$ cat config.mk
export PLATFORM = sky130hd
export DESIGN_NAME = q2_sequencer
export DESIGN_NICKNAME = d
export VERILOG_FILES = /design/src/rtl/q2_pkg.sv /design/src/rtl/q2_sync.sv /design/src/rtl/q2_sequencer.sv
export SDC_FILE = /design/constraint.sdc
export NUM_CORES = 1
export LEC_CHECK = 0
export BUFFER_PORTS_ARGS = -buffer_cell sky130_fd_sc_hd__buf_2
export CORE_MARGIN = 4
export CORE_UTILIZATION = 45
export DETAILED_ROUTE_END_ITERATION = 12
export GPL_TIMING_DRIVEN = 0
export PLACE_DENSITY = 0.86
export SYNTH_ARGS = -nofsm -noshare
export SYNTH_HDL_FRONTEND = slang
export SYNTH_SLANG_ARGS = --single-unit
export TNS_END_PERCENT = 5
$ cat constraint.sdc
create_clock -name clk -period 1.8 [get_ports clk]
set_input_delay 0.27 -clock clk [delete_from_list [all_inputs] [get_ports clk]]
set_output_delay 0.27 -clock clk [all_outputs]
set_load 0.005 [all_outputs]
$ cat src/rtl/q2_pkg.sv
// Shared constants for the Q2 front-panel sequencer: state codes and the
// opcode field position inside the instruction word.
package q2_pkg;

    localparam logic [3:0] FETCH     = 4'd0;
    localparam logic [3:0] LOAD      = 4'd1;
    localparam logic [3:0] DEREF     = 4'd2;
    localparam logic [3:0] EXEC      = 4'd3;
    localparam logic [3:0] ALU_FIRST = 4'd4;
    localparam logic [3:0] ALU_LAST  = 4'd15;

    // op2 sits at OP_LSB, op5 at OP_MSB
    localparam int unsigned OP_LSB = 8;
    localparam int unsigned OP_MSB = 11;

endpackage

$ cat src/rtl/q2_sync.sv
// Multi-flop synchronizer for one asynchronous front-panel switch level.
module q2_sync #(
    parameter int unsigned SYNC_STAGES = 2
) (
    input  logic clk,
    input  logic rst_n,
    input  logic raw,
    output logic clean
);

    logic [SYNC_STAGES-1:0] chain;

    always_ff @(posedge clk or negedge rst_n) begin
        if (!rst_n) begin
            chain <= '0;
        end else begin
            chain[0] <= raw;
            for (int unsigned i = 1; i < SYNC_STAGES; i++) begin
                chain[i] <= chain[i-1];
            end
        end
    end

    assign clean = chain[SYNC_STAGES-1];

endmodule

$ cat src/rtl/q2_sequencer.sv
// Q2 instruction sequencer: two-phase states (ws low then high), opcode
// latched in FETCH, run/single-step control from synchronized switches.
module q2_sequencer #(
    parameter int unsigned WORD_BITS   = 12,
    parameter int unsigned SYNC_STAGES = 2
) (
    input  logic                 clk,
    input  logic                 rst_n,
    input  logic                 run_sw,
    input  logic                 step_sw,
    input  logic [WORD_BITS-1:0] dbus,
    output logic                 s0,
    output logic                 s1,
    output logic                 s2,
    output logic                 s3,
    output logic                 ws,
    output logic                 op2,
    output logic                 op3,
    output logic                 op4,
    output logic                 op5,
    output logic                 running
);

    import q2_pkg::*;

    logic       run_s;
    logic       step_s;
    logic       step_prev;
    logic       step_edge;
    logic [3:0] state;
    logic [3:0] state_nxt;
    logic       phase;
    logic       phase_nxt;
    logic [3:0] op;
    logic [3:0] op_nxt;
    logic       run_flag;
    logic       run_flag_nxt;
    logic       unused_dbus;

    q2_sync #(.SYNC_STAGES(SYNC_STAGES)) u_run_sync (
        .clk   (clk),
        .rst_n (rst_n),
        .raw   (run_sw),
        .clean (run_s)
    );

    q2_sync #(.SYNC_STAGES(SYNC_STAGES)) u_step_sync (
        .clk   (clk),
        .rst_n (rst_n),
        .raw   (step_sw),
        .clean (step_s)
    );

    assign step_edge   = step_s & ~step_prev;
    assign unused_dbus = ^dbus;

    always_comb begin
        state_nxt    = state;
        phase_nxt    = phase;
        op_nxt       = op;
        run_flag_nxt = run_flag;
        if (!run_flag) begin
            if (run_s || step_edge) begin
                run_flag_nxt = 1'b1;
            end
        end else if (!phase) begin
            phase_nxt = 1'b1;
        end else begin
            phase_nxt = 1'b0;
            case (state)
                FETCH: begin
                    state_nxt = LOAD;
                    op_nxt    = dbus[OP_MSB:OP_LSB];
                end
                LOAD:     state_nxt = op[0] ? DEREF : EXEC;
                DEREF:    state_nxt = EXEC;
                EXEC:     state_nxt = op[3] ? FETCH : ALU_FIRST;
                ALU_LAST: state_nxt = FETCH;
                default:  state_nxt = state + 4'd1;
            endcase
            // Run/step is only re-evaluated at an instruction boundary
            if (state_nxt == FETCH) begin
                run_flag_nxt = run_s;
            end
        end
    end

    always_ff @(posedge clk or negedge rst_n) begin
        if (!rst_n) begin
            state     <= FETCH;
            phase     <= 1'b0;
            op        <= '0;
            run_flag  <= 1'b0;
            step_prev <= 1'b0;
        end else begin
            state     <= state_nxt;
            phase     <= phase_nxt;
            op        <= op_nxt;
            run_flag  <= run_flag_nxt;
            step_prev <= step_s;
        end
    end

    assign {s3, s2, s1, s0}     = state;
    assign ws                   = phase;
    assign {op5, op4, op3, op2} = op;
    assign running              = run_flag;

endmodule
==> flow_summary_export.csv <==
group,metric,value,unit
placement,place_congestion,0.862,
pwr,portion_of_total_power_attributed_to_the_clock_network,12.9,%
synthesis,synth_adder_area_share,8.76,%
min_path,hold_path.class,"input port to flip-flop",
finish,antenna_cell_count,0,
setup_path,worst_ep_arrival_time,1.69,ns
synthesis,synth.top_cell.area_share,52.5,%
setup_path,startpoint_type,"flip-flop",
timing,final-hold-violation-count,0,
setup_path,depth_of_the_most_critical_reg_to_reg_path,5,
finish,instances_no_fill,93,
synthesis,synth_area,714,um2
pwr,sequential_cell_fraction_of_total_power,40.9,%
grt,antenna_found_initial,0,
synthesis,postSynthRegisterBits,15,
timing,rsz0062_at_grt,"false",
synthesis,synthesis_warning_total,0,
floorplanning,die_h,47.8,um
timing,timing.final.crit_share,86.3,%
route,drt_iter0_markers,1,
cts,cts_max_path_buffers,2,
pwr,switchingPower,539,uW
route,drt-vias-per-instance,5.41,
finish,layout.cells.most_common,"buf_2",
cts,post_cts.repair.setup_buffers,0,
setup_path,worstPathCellList,"inv_1, ha_1, nor4_1, o311ai_0, a41oi_1",
synthesis,synth_compound_area_share,10.7,%
min_path,worst_hold_path.num_cells,1,
pwr,netSwitchingFraction,37.7,%
cts,ctsRootBufferMaster,"clkbuf_4",
timing,timing.final.crit_period,1.55,ns
synthesis,postSynth.topFlopCell,"dfrtp_1",
synthesis,synth_async_sr_flop_share,100,%
min_path,min-delay-start,"run_sw",
route,drc_violations,0,
placement,placed_cells_incl_taps,88,
placement,preCtsSetupSlack,0.258,ns
setup_path,critical_path_peak_fanout,8,
timing,fin_setup_tns,0,ns
finish,syn_to_final_growth,20.0,%
run_status,outcome,"finished clean",
cts,clk_latency,0.27,ns
route,finalWirelength,1260,um
synthesis,synthSimpleGateAreaFrac,13.5,%
timing,fin_ws,0.247,ns
finish,mostFrequentLayoutCells,"buf_2, dfrtp_1, ha_1",
floorplanning,core,1510,um2
synthesis,synthXorXnorAreaFrac,1.23,%
pwr,static-leakage-power,0.000414,uW
synthesis,post_synth_mux_area_share,9.98,%
placement,hpwlAfterDp,952,um
grt,grt_usage,13.2,%
cts,clkTransAtPathRegs,0.08,ns
synthesis,ys_types,26,
timing,finalClockSkew,0.00226,ns
setup_path,critical_path.n_buffers_inverters,1,
setup_path,worst-r2r-setup-slack,0.25,ns
cts,cts_tree,"yes",
synthesis,largest_family_of_logic_cells_by_synthesized_area,"simple AND/OR/NAND/NOR gates",
setup_path,worstReg2RegStart,"state[0]",
flow_run,maxCapViolCount,0,
synthesis,synth.top_cells.by_area,"dfrtp_1, ha_1, mux2_4",
floorplanning,std_cell_rows,14,
cts,post_cts_resized,0,
grt,grt_max_degree,16,
synthesis,post_synth_edffs,0,
synthesis,synth_top_cell_by_area,"dfrtp_1",
cts,cts_inserted_buffers,3,
floorplanning,dieArea,2290,um2
timing,final.hold.worst_slack,0.0941,ns
floorplanning,initial_core_util,47.4,%
route,first_pass_iters,4,
min_path,whs_endpoint,"u_run_sync.chain[0]",
setup_path,end_of_the_worst_register_to_register_path,"state[0]",
grt,grt_pass1_vias,505,
placement,buffer_ports.inserted,17,
setup_path,setup.worst_path.end_class,"flip-flop",
timing,worst_slew_margin_rel,75.2,%
pwr,p_comb_share,46.1,%
setup_path,cp_slowest_stage_delay,0.47,ns
floorplanning,die_width,47.8,um
route,routed-via-count,503,
setup_path,timing_worst_setup_path_type,"flip-flop to flip-flop",
synthesis,post_synth.cell_area_avg,13.0,um2
setup_path,worst_path_max_delay_cell,"dfrtp_1",
timing,slew_violations,0,
pwr,internal_power,891,uW
timing,finalSetupViolCount,0,
finish,final_nets,99,
synthesis,mappedNetlistNets,76,
setup_path,cell_family_with_most_cp_delay,"compound AO/OA/AOI/OAI gates",
pwr,ir_drop,0.582,mV
route,final_antenna_net_count,0,
finish,final_layout_size_suffix_gt1_share,40.3,%
grt,globalRouteOverflowTotal,0,
timing,tightestPinTransition,0.367,ns
timing,max_freq,644,MHz
grt,first_pass_grt_wire_length,2050,um
cts,htree_num_levels,1,
pwr,pwr_density_cell,1670,nW/um2
synthesis,yosysSeqAreaShare,52.5,%
floorplanning,boundaryPins,26,
cts,cts.sinks,15,
setup_path,cp.required,1.94,ns
route,drt-wirelength-per-cell,13.6,um
synthesis,netlist_instances,55,
[layer usage]
layer / share of wire, % / wire [um] / up-vias / track usage (%)
met3: 4.2 / 53 / 4 / 2.26
li1: - / - / 241 / -
met4: 3.0 / 38 / 0 / 10.8
met1: 43 / 538 / 243 / 14.7
met2: 50 / 633 / 15 / 21.9
met5: 0 / 0 / - / 0
[power groups by stage]
| stage | sequential, uW | clock [uW] | combinational [uW] |
|---|---|---|---|
| floorplan | 584 | 0 | 455 |
| global placement | 587 | 0 | 636 |
| detailed placement | 594 | 0 | 665 |
| CTS | 587 | 191 | 670 |
| global route | 608 | 210 | 741 |
| finish | 585 | 185 | 659 |
[synth_stat cells, types with 2 or more instances]
library cell  instances
ha_1                  5
a21oi_1               3
mux2_4                4
dfrtp_1              15
inv_1                 3
nand3_1               3
nor2b_1               2
o21ai_0               2
[flip-flops by register name, indices dropped and copies added, names as in the netlist]
signal and count:
u_step_sync.chain 2, ws 1, running 1, op 4
step_prev 1, u_run_sync.chain 2, state 4
[worst register-to-register path, cell delays in order (launching register included)]
cell and delay (ns):
dfrtp_1 0.47, inv_1 0.13, ha_1 0.24, nor4_1 0.06
o311ai_0 0.34, a41oi_1 0.17
[kinds of logic (layout without fill, tap and decap cells)]
logic type | after synthesis | in the layout
flip-flops | 15 | 15
XOR/XNOR | 1 | 1
adder cells (fa/ha/maj) | 5 | 5
AND/OR/NAND/NOR | 13 | 13
AO/OA/AOI/OAI | 11 | 11
multiplexers | 5 | 5
buffers and inverters | 5 | 27
[timing repair]
item,in CTS,in global routing
hold buffers,1,0
endpoints found under the hold margin,15,0
setup endpoints to repair,0,0
[cell type report]
| class | count | area (um2) |
|---|---|---|
| Clock buffer | 3 | 22.5 |
| Fill cell | 130 | 649 |
| Timing Repair Buffer | 18 | 95.1 |
| Clock inverter | 1 | 5.00 |
| Multi-Input combinational cell | 35 | 315 |
| Buffer | 2 | 12.5 |
| Sequential cell | 15 | 375 |
| Tap cell | 16 | 20.0 |
| Inverter | 3 | 11.3 |
[per-stage QoR]
stage / cell area, um2 / total power [uW] / utilization [%]
floorplan: 714 / 1040 / -
finish: 857 / 1430 / 56.9
detailed placement: 820 / 1260 / 54.4
CTS: 857 / 1450 / 56.9
global placement: 820 / 1220 / 54.4
global route: 857 / 1560 / 56.9
[worst max-delay path by stage]
stage,startpoint,end,cells after the start
2_1_floorplan,state[0],state[0],5
3_3_place_gp,state[0],state[0],5
3_5_place_dp,state[0],state[0],5
4_1_cts,state[0],state[0],5
5_1_grt,state[0],state[0],5
6_report,state[0],state[0],5
No activity file was read; power rests on OpenSTA's default activity.
